===== src/rtl/power_emu_pkg.sv =====
// power_emu_pkg: register map, control bit positions, result width and FSM states for the power-emulator bus master
package power_emu_pkg;

    localparam logic [1:0] ADDR_CTRL   = 2'd0;
    localparam logic [1:0] ADDR_ARG    = 2'd1;
    localparam logic [1:0] ADDR_RES_LO = 2'd2;
    localparam logic [1:0] ADDR_STATUS = 2'd3;

    localparam int CTRL_START   = 0;
    localparam int CTRL_FIN_ACK = 1;
    localparam int STATUS_DONE  = 31;

    localparam int RES_W = 36;

    typedef enum logic [3:0] {
        S_IDLE,
        S_WR_ARG,
        S_WR_GO,
        S_WR_CLR,
        S_RD_STAT,
        S_GAP,
        S_RD_LO,
        S_RESP,
        S_WR_ACK,
        S_ACK_CLR
    } state_t;

endpackage


===== src/rtl/power_emu_bus_rd.sv =====
// power_emu_bus_rd: issues one read strobe per request and flags when the slave's read data is valid
module power_emu_bus_rd #(
    parameter int READ_LATENCY = 1
) (
    input  logic clk,
    input  logic reset,
    input  logic req,
    output logic rd,
    output logic rdata_valid
);

    logic [READ_LATENCY-1:0] sh;

    assign rd          = req & ~|sh;
    assign rdata_valid = sh[READ_LATENCY-1];

    // shift the strobe along so it pops out exactly READ_LATENCY cycles later; nonzero blocks re-issue
    always_ff @(posedge clk) begin
        if (reset)
            sh <= '0;
        else
            sh <= READ_LATENCY'({sh, rd});
    end

endmodule


===== src/rtl/power_emu_master.sv =====
// power_emu_master: runs one job on the power-emulator slave (arg, start, poll, fetch result, ack)
module power_emu_master
    import power_emu_pkg::*;
#(
    parameter int READ_LATENCY = 1,
    parameter int POLL_GAP     = 8,
    parameter int POLL_MAX     = 1024
) (
    input  logic             clk,
    input  logic             reset,
    input  logic             cmd_valid,
    output logic             cmd_ready,
    input  logic [31:0]      cmd_arg,
    output logic             res_valid,
    input  logic             res_ready,
    output logic [RES_W-1:0] res_data,
    output logic             res_timeout,
    output logic             busy,
    output logic             m_read,
    output logic             m_write,
    output logic [1:0]       m_addr,
    output logic [31:0]      m_wdata,
    input  logic [31:0]      m_rdata
);

    state_t      state;
    logic [31:0] arg;
    logic [3:0]  stat;
    logic [31:0] lo;
    logic        tmo;
    logic [15:0] poll_cnt;
    logic [15:0] poll_nxt;
    logic [7:0]  gap_cnt;
    logic        rd_req;
    logic        rd_valid;

    assign rd_req   = (state == S_RD_STAT) || (state == S_RD_LO);
    assign poll_nxt = poll_cnt + {15'd0, poll_cnt != 16'hFFFF};

    power_emu_bus_rd #(.READ_LATENCY(READ_LATENCY)) u_rd (
        .clk         (clk),
        .reset       (reset),
        .req         (rd_req),
        .rd          (m_read),
        .rdata_valid (rd_valid)
    );

    // job sequencing; result registers are cleared at each job start so a timeout returns zero
    always_ff @(posedge clk) begin
        if (reset) begin
            state    <= S_IDLE;
            arg      <= '0;
            stat     <= '0;
            lo       <= '0;
            tmo      <= 1'b0;
            poll_cnt <= '0;
            gap_cnt  <= '0;
        end else begin
            case (state)
                S_IDLE: if (cmd_valid) begin
                    arg      <= cmd_arg;
                    stat     <= '0;
                    lo       <= '0;
                    tmo      <= 1'b0;
                    poll_cnt <= '0;
                    state    <= S_WR_ARG;
                end
                S_WR_ARG: state <= S_WR_GO;
                S_WR_GO:  state <= S_WR_CLR;
                S_WR_CLR: state <= S_RD_STAT;
                S_RD_STAT: if (rd_valid) begin
                    poll_cnt <= poll_nxt;
                    if (m_rdata[STATUS_DONE]) begin
                        stat  <= m_rdata[3:0];
                        state <= S_RD_LO;
                    end else if (poll_nxt == 16'(POLL_MAX)) begin
                        tmo   <= 1'b1;
                        state <= S_RESP;
                    end else begin
                        gap_cnt <= '0;
                        state   <= S_GAP;
                    end
                end
                S_GAP: begin
                    gap_cnt <= gap_cnt + 8'd1;
                    if (gap_cnt == 8'(POLL_GAP - 1))
                        state <= S_RD_STAT;
                end
                S_RD_LO: if (rd_valid) begin
                    lo    <= m_rdata;
                    state <= S_RESP;
                end
                S_RESP:    if (res_ready) state <= S_WR_ACK;
                S_WR_ACK:  state <= S_ACK_CLR;
                S_ACK_CLR: state <= S_IDLE;
                default:   state <= S_IDLE;
            endcase
        end
    end

    // handshake and bus outputs decoded from state; address and data are zero outside strobe cycles
    always_comb begin
        cmd_ready   = state == S_IDLE;
        busy        = state != S_IDLE;
        res_valid   = state == S_RESP;
        res_data    = res_valid ? {stat, lo} : '0;
        res_timeout = res_valid & tmo;
        m_write     = state inside {S_WR_ARG, S_WR_GO, S_WR_CLR, S_WR_ACK, S_ACK_CLR};
        m_addr      = m_read ? (state == S_RD_LO ? ADDR_RES_LO : ADDR_STATUS) :
                      state == S_WR_ARG ? ADDR_ARG : ADDR_CTRL;
        m_wdata     = state == S_WR_ARG ? arg :
                      state == S_WR_GO  ? 32'd1 << CTRL_START :
                      state == S_WR_ACK ? 32'd1 << CTRL_FIN_ACK : '0;
    end

endmodule


===== config.mk =====
export PLATFORM = sky130hd
export DESIGN_NAME = power_emu_master
export DESIGN_NICKNAME = d
export VERILOG_FILES = /design/src/rtl/power_emu_pkg.sv /design/src/rtl/power_emu_bus_rd.sv /design/src/rtl/power_emu_master.sv
export SDC_FILE = /design/constraint.sdc
export NUM_CORES = 1
export LEC_CHECK = 0
export ABC_AREA = 1
export BUFFER_PORTS_ARGS = -buffer_cell sky130_fd_sc_hd__buf_4
export CAP_MARGIN = 20
export CORE_MARGIN = 4
export CORE_UTILIZATION = 33
export CTS_CLUSTER_SIZE = 10
export DETAILED_ROUTE_END_ITERATION = 6
export HOLD_SLACK_MARGIN = 0.05
export PLACE_DENSITY_LB_ADDON = 0.08
export RECOVER_POWER = 50
export SKIP_CTS_REPAIR_TIMING = 1
export SYNTH_ARGS = -nofsm -noshare
export SYNTH_HDL_FRONTEND = slang
export SYNTH_SLANG_ARGS = --single-unit

===== constraint.sdc =====
create_clock -name clk -period 2.25 [get_ports clk]
set_input_delay 0.45 -clock clk [delete_from_list [all_inputs] [get_ports clk]]
set_output_delay 0.45 -clock clk [all_outputs]
set_load 0.05 [all_outputs]

## Yosys cells after proc, flatten, opt, wreduce, memory -nomap -nowiden

Index checks and enable logic that the tools add are counted.

- Word-level logic and storage cells: 82
- Output and inout bits: 76
- Input port bits: 68
- Register bits after elaboration: 98

- Multiplexer cells: 34
- Bitwise operators: 2
- Eq/ne operators: 21
- Reduce and logical (&&, ||, !) cells: 15
- Add/subtract/negate cells: 2

Operator list:

| operator | number |
|---|---|
| $mux W32 | 3 |
| $pmux W32 S2 | 1 |
| $mux W36 | 1 |
| $pmux W4 S9 | 1 |
| $mux W16 | 2 |
| $mux W4 | 8 |
| $pmux W16 S2 | 1 |
| $mux W8 | 3 |
| $add A16 B1 Y16 | 1 |
| $eq A16 B11 Y1 const B | 1 |
| $eq A4 B3 Y1 const B | 4 |
| $ne A16 B16 Y1 const B | 1 |
| $pmux W8 S2 | 1 |
| $mux W2 | 5 |
| $ne A2 B2 Y1 const B | 5 |
| $reduce_and A5 Y1 | 2 |
| $add A8 B1 Y8 const B | 1 |
| $eq A4 B2 Y1 const B | 2 |
| $eq A4 B4 Y1 const B | 2 |
| $eq A8 B3 Y1 const B | 1 |
| $ne A2 B1 Y1 const B | 4 |
| $pmux W4 S2 | 1 |
| $reduce_and A4 Y1 | 2 |
| $mux W1 | 6 |
| 11 further kinds | 15 |

## Depth between registers and ports, before layout

Gate-level depths: netlist of the first run.

- Depth after elaboration: 7
- Mapped depth: 19
- Depth with buffers taken out: 19

## Hierarchy

Synthesis of the first run repeated with hierarchy kept, for this count alone.

- Cells, all modules: 710
- Area total of the unflattened synthesis: 4867.2 µm²

Modules (own cells, without submodules):

| module | sequential area each (µm²) | area each (µm²) | instances | cells each |
|---|---|---|---|---|
| power_emu_master | 1941.9 | 4827.1 | 1 | 705 |
| power_emu_bus_rd | 20.0 | 40.0 | 1 | 5 |

## Worst setup path before layout of the first run

OpenSTA, ideal clock, no wires.

- Path type: reg2out
- Start point: register state[3]
- End point: output port res_data[15]
- Setup slack: -689 ps
- Arrival time: 2489 ps
- Stages on the path, launching flop included: 9
- Data required time: 1800 ps
- Buffers on the path: 3
- Cell sequence: dfxtp_1 buf_2 nor2_4 inv_2 nor2_1 inv_2 clkbuf_1 buf_1 nor2_1

- Cells in the longest elaborated chain, start to end: 2

Ends and longest elaborated chain:

| what | RTL line | source |
|---|---|---|
| start, declared | power_emu_master.sv:26 | `state_t state;` |
| start signal, assigned | power_emu_master.sv:51 | `state <= S_IDLE;` |
| start signal, assigned | power_emu_master.sv:66 | `state <= S_WR_ARG;` |
| start signal, assigned | power_emu_master.sv:68 | `S_WR_ARG: state <= S_WR_GO;` |
| $eq A4 B3 Y1 | power_emu_master.sv:105 | `res_valid = state == S_RESP;` |
| named net res_valid | power_emu_master.sv:14 | `output logic res_valid,` |
| $mux W36 | power_emu_master.sv:106 | `res_data = res_valid ? {stat, lo} : '0;` |
| end, declared | power_emu_master.sv:16 | `output logic [RES_W-1:0] res_data,` |

The timed path passes the listed nets, and every way through them passes these cells.

## Worst setup path after layout of the first run

- Start point: register poll_cnt[3]
- End point: register gap_cnt[1]

- Cells in the longest elaborated chain, start to end: 5

Ends and longest elaborated chain:

| what | RTL line | source |
|---|---|---|
| start, declared | power_emu_master.sv:31 | `logic [15:0] poll_cnt;` |
| start signal, assigned | power_emu_master.sv:72 | `poll_cnt <= poll_nxt;` |
| $ne A16 B16 Y1 | power_emu_master.sv:38 | `assign poll_nxt = poll_cnt + {15'd0, poll_cnt != 16'hFFFF};` |
| $add A16 B1 Y16 * | power_emu_master.sv:38 |  |
| $eq A16 B11 Y1 * | power_emu_master.sv:76 | `end else if (poll_nxt == 16'(POLL_MAX)) begin` |
| $ne A2 B2 Y1 (no line) * | n/a |  |
| $reduce_and A4 Y1 (no line) * | n/a |  |
| end signal, assigned | power_emu_master.sv:85 | `gap_cnt <= gap_cnt + 8'd1;` |
| end, declared | power_emu_master.sv:33 | `logic [7:0] gap_cnt;` |

Every way passes the cells marked *; elsewhere a longest branch is shown, timed or not.
A chain may end at the register's enable or synchronous reset.

==> run summary, run 1 <==
Final setup viols -> 10
clock transition at the registers of the reported paths -> 0.07 ns
outcome -> finished, violations left
CTS tree -> yes
startpoint types -> flop
vias in the first global route -> 4807
DRT iter0 DRCs -> 229
YS warnings -> 0
root buf cell -> clkbuf_16
Area Overhead vs Synth -> 49.97%
Die Span X -> 128.5 um
DR pass1 iterations -> 4
GRT Util Overall -> 17.15%
endpoints failing hold -> 0
highest metal used -> met4
Metal-1 WL -> 6338 um
Final Cycle Share -> 111.3%
FF-to-FF Start -> poll_cnt[3]
IO Count -> 144
Slew Limit Headroom -> 40.54%
Most used DFF post-synth -> dfxtp_1
Worst Hold Slack -> 0.3781 ns
first-pass GRT wire length -> 23130 um
max frequency -> 0.3992 GHz
cell count after synthesis -> 684
DP Wirelength -> 10130 um
most common cell after layout, fill and taps aside -> buf_4
Avg Cell Area, Syn -> 7.010 um^2
R2R Path End -> gap_cnt[1]
CTS sink cnt -> 98
Final Core Density -> 51.21%
vias per inst -> 4.850
Worst Setup SP -> poll_cnt[3]
max cap viols -> 0
Clock Skew -> 0.006540 ns
Worst VDD drop -> 585.4 uV
sequential area share after synthesis -> 40.92%
CP endpoint -> gap_cnt[1]
min setup slack post-route -> -0.2553 ns
syn nets -> 755
critical path data arrival time -> 2.79 ns
fill count -> 1372
nets -> 924
via count -> 5034
met3 WL -> 723 um
Clk Latency, worst-skew pair -> 0.35 ns
Worst Hold Class -> in -> reg
ys async rst share -> 0%
kind of critical path -> reg -> reg
Worst Tran Pin Value -> 0.8909 ns
max-slew violation count -> 0
number of synthesized register bits -> 98
RSZ-0062 raised after global routing -> yes
LEAKAGE -> 2.915 nW
placed cells -> 1018
failing checks -> negative setup slack
grt ovf -> 0
CP Capture Type -> flop
overall die height -> 128.5 um
fin crit period -> 2.505 ns
IO buf count -> 143
antenna fix cells -> 0
worst-path fanout max -> 8
total CTS buffers -> 9
CTS H-tree depth -> 3
overall die area -> 16520 um^2
setup slack, reg-to-reg -> -0.26 ns
antenna violations before repair -> 0
largest net degree at the start of global routing -> 66
drt drc -> 0
Clock Path Buffers -> 2
Final GP Congestion -> 0.8282
Non-Filler Instances -> 1038
Rows -> 43
WL/cell -> 13.89 um
DR WL met2 -> 7094 um
Post-synth EDFFs -> 0
WL final -> 14420 um
commonest non-fill, non-tap cells in the layout -> buf_4 (164), inv_1 (95), dfxtp_1 (93)
Setup Total Neg Slack -> -2.269 ns
Worst Path Required -> 2.53 ns
pwr dens -> 918.6 nW/um^2
Worst R2R Path Depth -> 15
Starting Density -> 34.14%
core region area -> 14040 um^2
number of routed nets with antenna violations -> 0
synthesized area -> 4795 um^2
layout cells sized above 1 -> 36.60%
Synth cell types -> 38
-- worst max-delay path, cell delays in order, from the launching register on --
cell,delay (ns)
dfxtp_4,0.34
nand4_1,0.10
nor4_1,0.29
nand3_1,0.12
ha_2,0.22
ha_4,0.21
or2_4,0.22
nor2_1,0.10
nand2_1,0.07
nor2_2,0.09
nand3_2,0.10
nor2_4,0.12
nand3_4,0.08
nand3_4,0.15
nand3_2,0.10
a21oi_2,0.12
-- worst min path at each step --
stage / startpoint / endpoint / slack (ns) / cells past startpoint
finish: cmd_arg[0] / arg[0] / 0.38 / 3
detailed placement: arg[24] / arg[24] / 0.45 / 2
CTS: cmd_arg[10] / arg[10] / 0.37 / 3
global placement: arg[18] / arg[18] / 0.44 / 2
global route: cmd_arg[31] / arg[31] / 0.39 / 3
floorplan: arg[16] / arg[16] / 0.43 / 2
-- state kept, by name, summed over array words and instances, names as in the netlist --
register / cells
arg: 32
gap_cnt: 8
lo: 32
poll_cnt: 16
stat: 4
state: 4
tmo: 1
u_rd.rdata_valid: 1
-- area by class of cell --
| cell class | instances | area, um^2 | share of cell area (%) |
|---|---|---|---|
| Clock inverter | 5 | 60.06 | 0.8352 |
| Sequential cell | 98 | 1976 | 27.48 |
| Timing Repair Buffer | 195 | 1640 | 22.81 |
| Inverter | 108 | 412.9 | 5.742 |
| Multi-Input combinational cell | 441 | 2624 | 36.49 |
| Clock buffer | 11 | 252.7 | 3.515 |
| Tap cell | 180 | 225.2 | 3.132 |
-- cell usage after synthesis (2+ instances only) --
cell,instances,share of area [%]
dfxtp_1,98,41
inv_1,95,7.4
a21oi_1,93,9.7
nand2_1,92,7.2
nor2_1,89,7.0
a211oi_1,37,5.8
o21ai_0,36,3.8
clkbuf_1,30,2.3
nand3_1,30,3.1
inv_2,11,0.86
nand4_1,10,1.3
nor2_4,10,2.3
nand2_2,6,0.78
nor2_2,4,0.52
nor3_1,4,0.42
buf_1,3,0.23
ha_1,3,0.78
nand3_2,3,0.63
or2_2,3,0.39
a31oi_1,2,0.26
a32oi_1,2,0.37
buf_4,2,0.31
nand3_4,2,0.73
o21ai_1,2,0.21
o21bai_1,2,0.31
o22ai_1,2,0.26
xor2_1,2,0.37
-- metal layers --
layer | vias to the layer above | global-route usage, %
met5 | - | 0
met4 | 0 | 6.362
met3 | 18 | 4.359
met2 | 94 | 28.59
met1 | 2353 | 21.42
li1 | 2569 | -
-- logic make-up after synthesis --
family          share of synthesized area, %
simple gates                           24.84
compound gates                         21.35
buf+inv                                11.74
flops                                  40.92
fa+ha+maj                             0.7830
xor+xnor                              0.3654
-- metrics by stage --
| stage | area, um^2 | power [mW] | setup slack, ns |
|---|---|---|---|
| after CTS | 6968 | 6.674 | -0.3011 |
| after global placement | 6655 | 5.000 | -0.2459 |
| final | 7191 | 6.605 | -0.2553 |
| after floorplan | 5120 | 4.300 | -0.1477 |
| after global routing | 7191 | 7.023 | -0.4092 |
| after detailed placement | 6655 | 5.040 | -0.2826 |
-- power by group --
part / switching [mW] / internal [mW] / leakage, nW
Combinational: 1.94 / 0.800 / 1.96
Clock: 0.687 / 0.927 / 0.152
Sequential: 0.113 / 2.14 / 0.807
Total: 2.74 / 3.87 / 2.91
Note: power is estimated with default switching activity, not from simulation.
==> run 2, diff against run 1 <==
--- a/config.mk
+++ b/config.mk
@@ -13,9 +13,10 @@
 export CTS_CLUSTER_SIZE = 10
 export DETAILED_ROUTE_END_ITERATION = 6
 export HOLD_SLACK_MARGIN = 0.05
-export PLACE_DENSITY_LB_ADDON = 0.08
+export PLACE_DENSITY_LB_ADDON = 0.1
 export RECOVER_POWER = 50
 export SKIP_CTS_REPAIR_TIMING = 1
 export SYNTH_ARGS = -nofsm -noshare
 export SYNTH_HDL_FRONTEND = slang
+export SYNTH_HIERARCHICAL = 1
 export SYNTH_SLANG_ARGS = --single-unit
==> run 2 against run 1 <==
  * The run still ends with negative setup slack left
  * Global-route usage decreased by 0.82 points
  * Power decreased by 26%
  * Final cell count increased by 1.1%
  * Synthesized cell count increased by 3.8%
  * Routed wire length decreased by 5.2%
==> run summary, run 2 <==
fin crit period -> 2.376 ns
Max stage delay cell, worst path -> dfxtp_4
P_sw -> 1.681 mW
cell taking the most area after synthesis -> dfxtp_1
Die Span X -> 129.4 um
RSZ-0062 raised after global routing -> yes
Rows -> 44
grt ovf -> 0
max frequency -> 0.4208 GHz
Clock Skew -> 0.007358 ns
clock power share -> 29.7%
DRT iter0 DRCs -> 262
placed cells -> 1030
Starting Density -> 33.62%
drt drc -> 0
ys async rst share -> 0%
post-synthesis xor/xnor area fraction -> 0.3599%
Finished Cell Area -> 6661 um^2
Area Overhead vs Synth -> 36.86%
vias in the first global route -> 4715
Clk Latency, worst-skew pair -> 0.35 ns
Synth Area in Simple Gates -> 25.48%
Metal-1 WL -> 6326 um
highest metal used -> met4
Slew Limit Headroom -> 27.18%
Final Cycle Share -> 105.6%
overall die height -> 129.4 um
Non-Filler Instances -> 1049
YS warnings -> 6
Worst Tran Pin Value -> 1.092 ns
Net Sw Frac -> 34.58%
CTS H-tree depth -> 3
Worst Hold Class -> in -> reg
most common cell in the netlist -> inv_1
Clock Path Buffers -> 2
Final Total Pwr -> 4.861 mW
most frequent cells after synthesis -> inv_1 (106), nand2_1 (102), a21oi_1 (98), dfxtp_1 (98), nor2_1 (93)
Synth Area in Compound Gates -> 20.75%
crit-path most repeated cell -> nand3_2
most common cell after layout, fill and taps aside -> buf_4
max cap viols -> 0
worst-path fanout max -> 8
cell count after synthesis -> 710
Synth top area share -> 40.31%
via count -> 4954
WL final -> 13680 um
DR WL met2 -> 6239 um
layout cells sized above 1 -> 31.45%
total CTS buffers -> 9
delay of the slowest critical-path stage -> 0.34 ns
clock transition at the registers of the reported paths -> 0.07 ns
Most used DFF post-synth -> dfxtp_1
Post-synth EDFFs -> 0
number of routed nets with antenna violations -> 0
antenna fix cells -> 0
GRT Util Overall -> 16.33%
top flop regs -> arg x32, lo x32, poll_cnt x16
vias per inst -> 4.723
LEAKAGE -> 2.840 nW
Avg Cell Area, Syn -> 6.855 um^2
Buffers & Inverters on Critical Path -> 0
top area cells in the synthesized netlist -> dfxtp_1 (40%), a21oi_1 (10%), inv_1 (8.2%)
Final Core Density -> 46.01%
part of the power in registers -> 41.7%
pwr dens -> 729.7 nW/um^2
WL/cell -> 13.04 um
min setup slack post-route -> -0.1264 ns
CTS sink cnt -> 98
Int Pwr -> 3.180 mW
delay-heaviest family, CP -> simple AND/OR/NAND/NOR gates
startpoint types -> flop
CP Cell Sequence -> nand2_2, nor4_2, nand3_1, ha_2, ha_4, or2_4, nor2_4, nand2_1, nor2_2, nand3_2, nor2_4, nand3_2, nand2_4, nand3_2, a21oi_2
DR pass1 iterations -> 5
first-pass GRT wire length -> 22450 um
core region area -> 14480 um^2
IO Count -> 144
overall die area -> 16760 um^2
DP Wirelength -> 9828 um
antenna violations before repair -> 0
CTS tree -> yes
failing checks -> negative setup slack
nets -> 931
Worst VDD drop -> 337.1 uV
root buf cell -> clkbuf_16
commonest non-fill, non-tap cells in the layout -> buf_4 (162), inv_1 (105), nand2_1 (99)
post-synthesis adder-cell area fraction -> 0.7712%
met3 WL -> 848 um
mux cell area share after synthesis -> 0%
endpoints failing hold -> 0
fill count -> 1487
Worst Path Required -> 2.53 ns
largest family of logic cells by synthesized area -> simple AND/OR/NAND/NOR gates
syn nets -> 781
number of synthesized register bits -> 98
max-slew violation count -> 0
largest net degree at the start of global routing -> 66
Area after DPL -> 6326 um^2
Final setup viols -> 9
critical path data arrival time -> 2.66 ns
sequential area share after synthesis -> 40.31%
Synth cell types -> 36
Final GP Congestion -> 0.8621
kind of critical path -> reg -> reg
synthesized area -> 4867 um^2
CP Capture Type -> flop
combinational share of power -> 28.6%
outcome -> finished, violations left
IO buf count -> 143
[run 2: cell types whose count changed in the layout (fill, tap and decap cells not counted), moves of 5 or more]
cell      before  now
buf_6         23    2
inv_1         95  105
dfxtp_1       93   87
dfxtp_2        2   10
nor2_4        42    5
nand2_1       86   99
nor2_1        52   89
clkbuf_2       1    6
buf_2          0    5
inv_2          7   13
[run 2: layout make-up]
class	count	area, um^2	share of cell area, %
Clock inverter	4	25.02	0.3757
Inverter	119	446.7	6.705
Timing Repair Buffer	176	1314	19.72
Multi-Input combinational cell	456	2421	36.34
Tap cell	184	230.2	3.456
Sequential cell	98	1978	29.70
Clock buffer	12	246.5	3.700
[run 2: path summary, 6_finish.rpt]
check	slack, ns	startpoint	to	cells past startpoint
setup / recovery	-0.13	poll_cnt[1]	gap_cnt[6]	15
hold / removal	0.38	cmd_arg[5]	arg[5]	3
setup reg to reg	-0.13	poll_cnt[1]	gap_cnt[6]	15
hold reg to reg	0.45	arg[17]	arg[17]	2
[run 2: metal layers]
| metal | global-route usage, % | up-vias |
|---|---|---|
| li1 | - | 2588 |
| met4 | 5.562 | 0 |
| met1 | 21.90 | 2240 |
| met3 | 5.194 | 19 |
| met5 | 0 | - |
| met2 | 24.88 | 107 |
[run 2: kinds of logic after synthesis]
kind of cell,count (synthesis)
AOI/OAI and AO/OA,179
xor gates and xnor gates,2
adders and majority gates,3
buffers and inverters,156
DFF,98
and+or+nand+nor,272
[run 2: power groups by stage]
stage | sequential, mW | clock [mW] | combinational, mW
after floorplan | 2.04 | 0 | 1.01
after global placement | 2.06 | 0 | 1.38
after detailed placement | 2.06 | 0 | 1.40
after CTS | 2.02 | 1.50 | 1.40
after global routing | 2.05 | 1.58 | 1.54
final | 2.02 | 1.44 | 1.39
[run 2: metrics by stage]
step           setup TNS (ns)  setup slack (ns)  hold slack (ns)
6_report              -0.8588           -0.1264           0.3842
5_1_grt                -11.95           -0.3223           0.3751
4_1_cts                -4.514           -0.1778           0.3758
3_5_place_dp          -0.8971           -0.1258           0.4442
3_3_place_gp          -0.8136           -0.1076           0.4379
2_1_floorplan          -7.711           -0.2640           0.4299
[run 2: worst min-delay path: stages]
cell and delay, ns:
buf_4 0.07, o21ai_0 0.07, a21oi_1 0.10
==> run 3, diff against run 2 <==
--- a/config.mk
+++ b/config.mk
@@ -8,12 +8,14 @@
 export ABC_AREA = 1
 export BUFFER_PORTS_ARGS = -buffer_cell sky130_fd_sc_hd__buf_4
 export CAP_MARGIN = 20
-export CORE_MARGIN = 4
-export CORE_UTILIZATION = 33
+export CELL_PAD_IN_SITES_DETAIL_PLACEMENT = 0
+export CELL_PAD_IN_SITES_GLOBAL_PLACEMENT = 2
+export CORE_MARGIN = 3
+export CORE_UTILIZATION = 25
 export CTS_CLUSTER_SIZE = 10
 export DETAILED_ROUTE_END_ITERATION = 6
 export HOLD_SLACK_MARGIN = 0.05
-export PLACE_DENSITY_LB_ADDON = 0.1
+export PLACE_DENSITY_LB_ADDON = 0.3
 export RECOVER_POWER = 50
 export SKIP_CTS_REPAIR_TIMING = 1
 export SYNTH_ARGS = -nofsm -noshare
==> run 3 against run 2 <==
  * The run still ends with negative setup slack left
  * First-iteration DRC count decreased by 39%
  * Utilization down 9.1 points
  * Non-clock buffer count increased by 6
  * Clock power grew 6%
  * Flip-flop and latch count unchanged
  * Register-to-register slack hardly changed
  * Cell area grew 4.5%
  * Worst hold slack barely moved
  * Critical path depth stayed put
  * Critical path type unchanged
  * Critical endpoint is now gap_cnt[1]
==> run summary, run 3 (synthesized netlist as in run 2, its figures left out) <==
GRT Util Overall -> 14.05%
drt drc -> 0
Final Cycle Share -> 105.3%
overall die area -> 21180 um^2
DR pass1 iterations -> 5
vias per inst -> 4.370
antenna violations before repair -> 0
LEAKAGE -> 2.895 nW
Area Overhead vs Synth -> 43.08%
number of routed nets with antenna violations -> 0
Worst Hold Slack -> 0.3844 ns
Clock Path Buffers -> 2
Worst Tran Pin Value -> 0.9984 ns
failing checks -> negative setup slack
Slew Limit Headroom -> 33.34%
Die Span X -> 145.5 um
core region area -> 18890 um^2
DP Wirelength -> 10710 um
layout cells sized above 1 -> 33.37%
FF-to-FF Start -> poll_cnt[14]
Register Area -> 1978 um^2
Worst Hold Class -> in -> reg
WL/cell -> 13.17 um
vias in the first global route -> 5057
RSZ-0062 raised after global routing -> yes
total CTS buffers -> 9
outcome -> finished, violations left
setup slack, reg-to-reg -> -0.12 ns
Worst VDD drop -> 347.0 uV
DRT iter0 DRCs -> 159
Worst R2R Path Depth -> 15
fin crit period -> 2.370 ns
startpoint types -> flop
largest net degree at the start of global routing -> 66
CTS H-tree depth -> 3
grt ovf -> 0
clock transition at the registers of the reported paths -> 0.06 ns
worst-path fanout max -> 8
CP Capture Type -> flop
CTS tree -> yes
Final GP Congestion -> 0.8017
Worst Path Required -> 2.53 ns
Area after DPL -> 6446 um^2
Multi-input gate area -> 2476 um^2
fill count -> 2053
endpoints failing hold -> 0
R2R Path End -> gap_cnt[1]
max cap viols -> 0
commonest non-fill, non-tap cells in the layout -> buf_4 (163), inv_1 (105), nand2_1 (96)
CP endpoint -> gap_cnt[1]
Setup Total Neg Slack -> -0.8242 ns
via count -> 4947
pwr dens -> 715.6 nW/um^2
min setup slack post-route -> -0.1196 ns
Clock Skew -> 0.006521 ns
WL final -> 14910 um
top flop regs -> arg x32, lo x32, poll_cnt x16
Final Core Density -> 36.86%
Final setup viols -> 9
kind of critical path -> reg -> reg
overall die height -> 145.5 um
IO Count -> 144
antenna fix cells -> 0
IO buf count -> 143
Worst Setup SP -> poll_cnt[14]
first-pass GRT wire length -> 24700 um
root buf cell -> clkbuf_16
Finished Cell Area -> 6964 um^2
Rows -> 50
Starting Density -> 25.76%
nets -> 938
CTS sink cnt -> 98
max frequency -> 0.4220 GHz
DP Worst Slack -> -0.1617 ns
max-slew violation count -> 0
critical path data arrival time -> 2.65 ns
Clk Latency, worst-skew pair -> 0.35 ns
most common cell after layout, fill and taps aside -> buf_4
==> run 3: cell count changes in the layout (fill, tap and decap cells not counted), moves of 5 or more <==
cell / previous run / this run
clkbuf_2: 6 / 0
nor2_4: 5 / 10
buf_2: 5 / 0
nor2_1: 89 / 76
buf_6: 2 / 18
nor2_2: 11 / 20
==> run 3: final cells by class <==
class                   instances  area share (%)
flip-flops and latches         98           28.40
multi-input cells             457           35.56
repair buffers                182           20.77
clock inverters                 3          0.3054
clock buffers                  13           3.881
well taps                     260           4.671
inverters                     119           6.414
==> run 3: worst max-delay path, cell delays in order, from the launching register on <==
cell and delay [ns]:
dfxtp_2 0.34, nand2_2 0.06, nor4_2 0.24, nand3_1 0.11, ha_2 0.21, ha_4 0.21, or2_4 0.23, nor2_4 0.08
nand2_1 0.05, nor2_1 0.12, nand3_2 0.10, nor2_4 0.11, nand3_2 0.09, nand2_4 0.12, nand3_1 0.10, a21oi_2 0.12
==> run 3: metal layers <==
| layer | wire [um] | share of wire (%) | global-route usage [%] |
|---|---|---|---|
| met1 | 6990 | 47 | 18.05 |
| met2 | 6825 | 46 | 22.51 |
| met3 | 861 | 5.8 | 3.955 |
| met4 | 232 | 1.6 | 5.271 |
| met5 | 0 | 0 | 0 |
==> run 3: worst min-delay path by stage <==
stage	start	endpoint	slack (ns)	cells after the start
after floorplan	arg[1]	arg[1]	0.43	2
after CTS	cmd_arg[14]	arg[14]	0.36	3
after global placement	arg[13]	arg[13]	0.44	2
final	cmd_arg[14]	arg[14]	0.38	3
after detailed placement	arg[21]	arg[21]	0.44	2
after global routing	cmd_arg[15]	arg[15]	0.39	3
==> run 3: metrics by stage <==
step                      std cells  total power [mW]
after CTS                      1127             5.026
final                          1132             4.983
after global routing           1132             5.286
after floorplan                 710             3.057
after detailed placement       1111             3.475
after global placement         1111             3.453
==> run 3: power by group <==
| group | internal, mW | switching (mW) |
|---|---|---|
| Combinational | 0.449 | 0.978 |
| Sequential | 1.96 | 0.0650 |
| Clock | 0.844 | 0.689 |
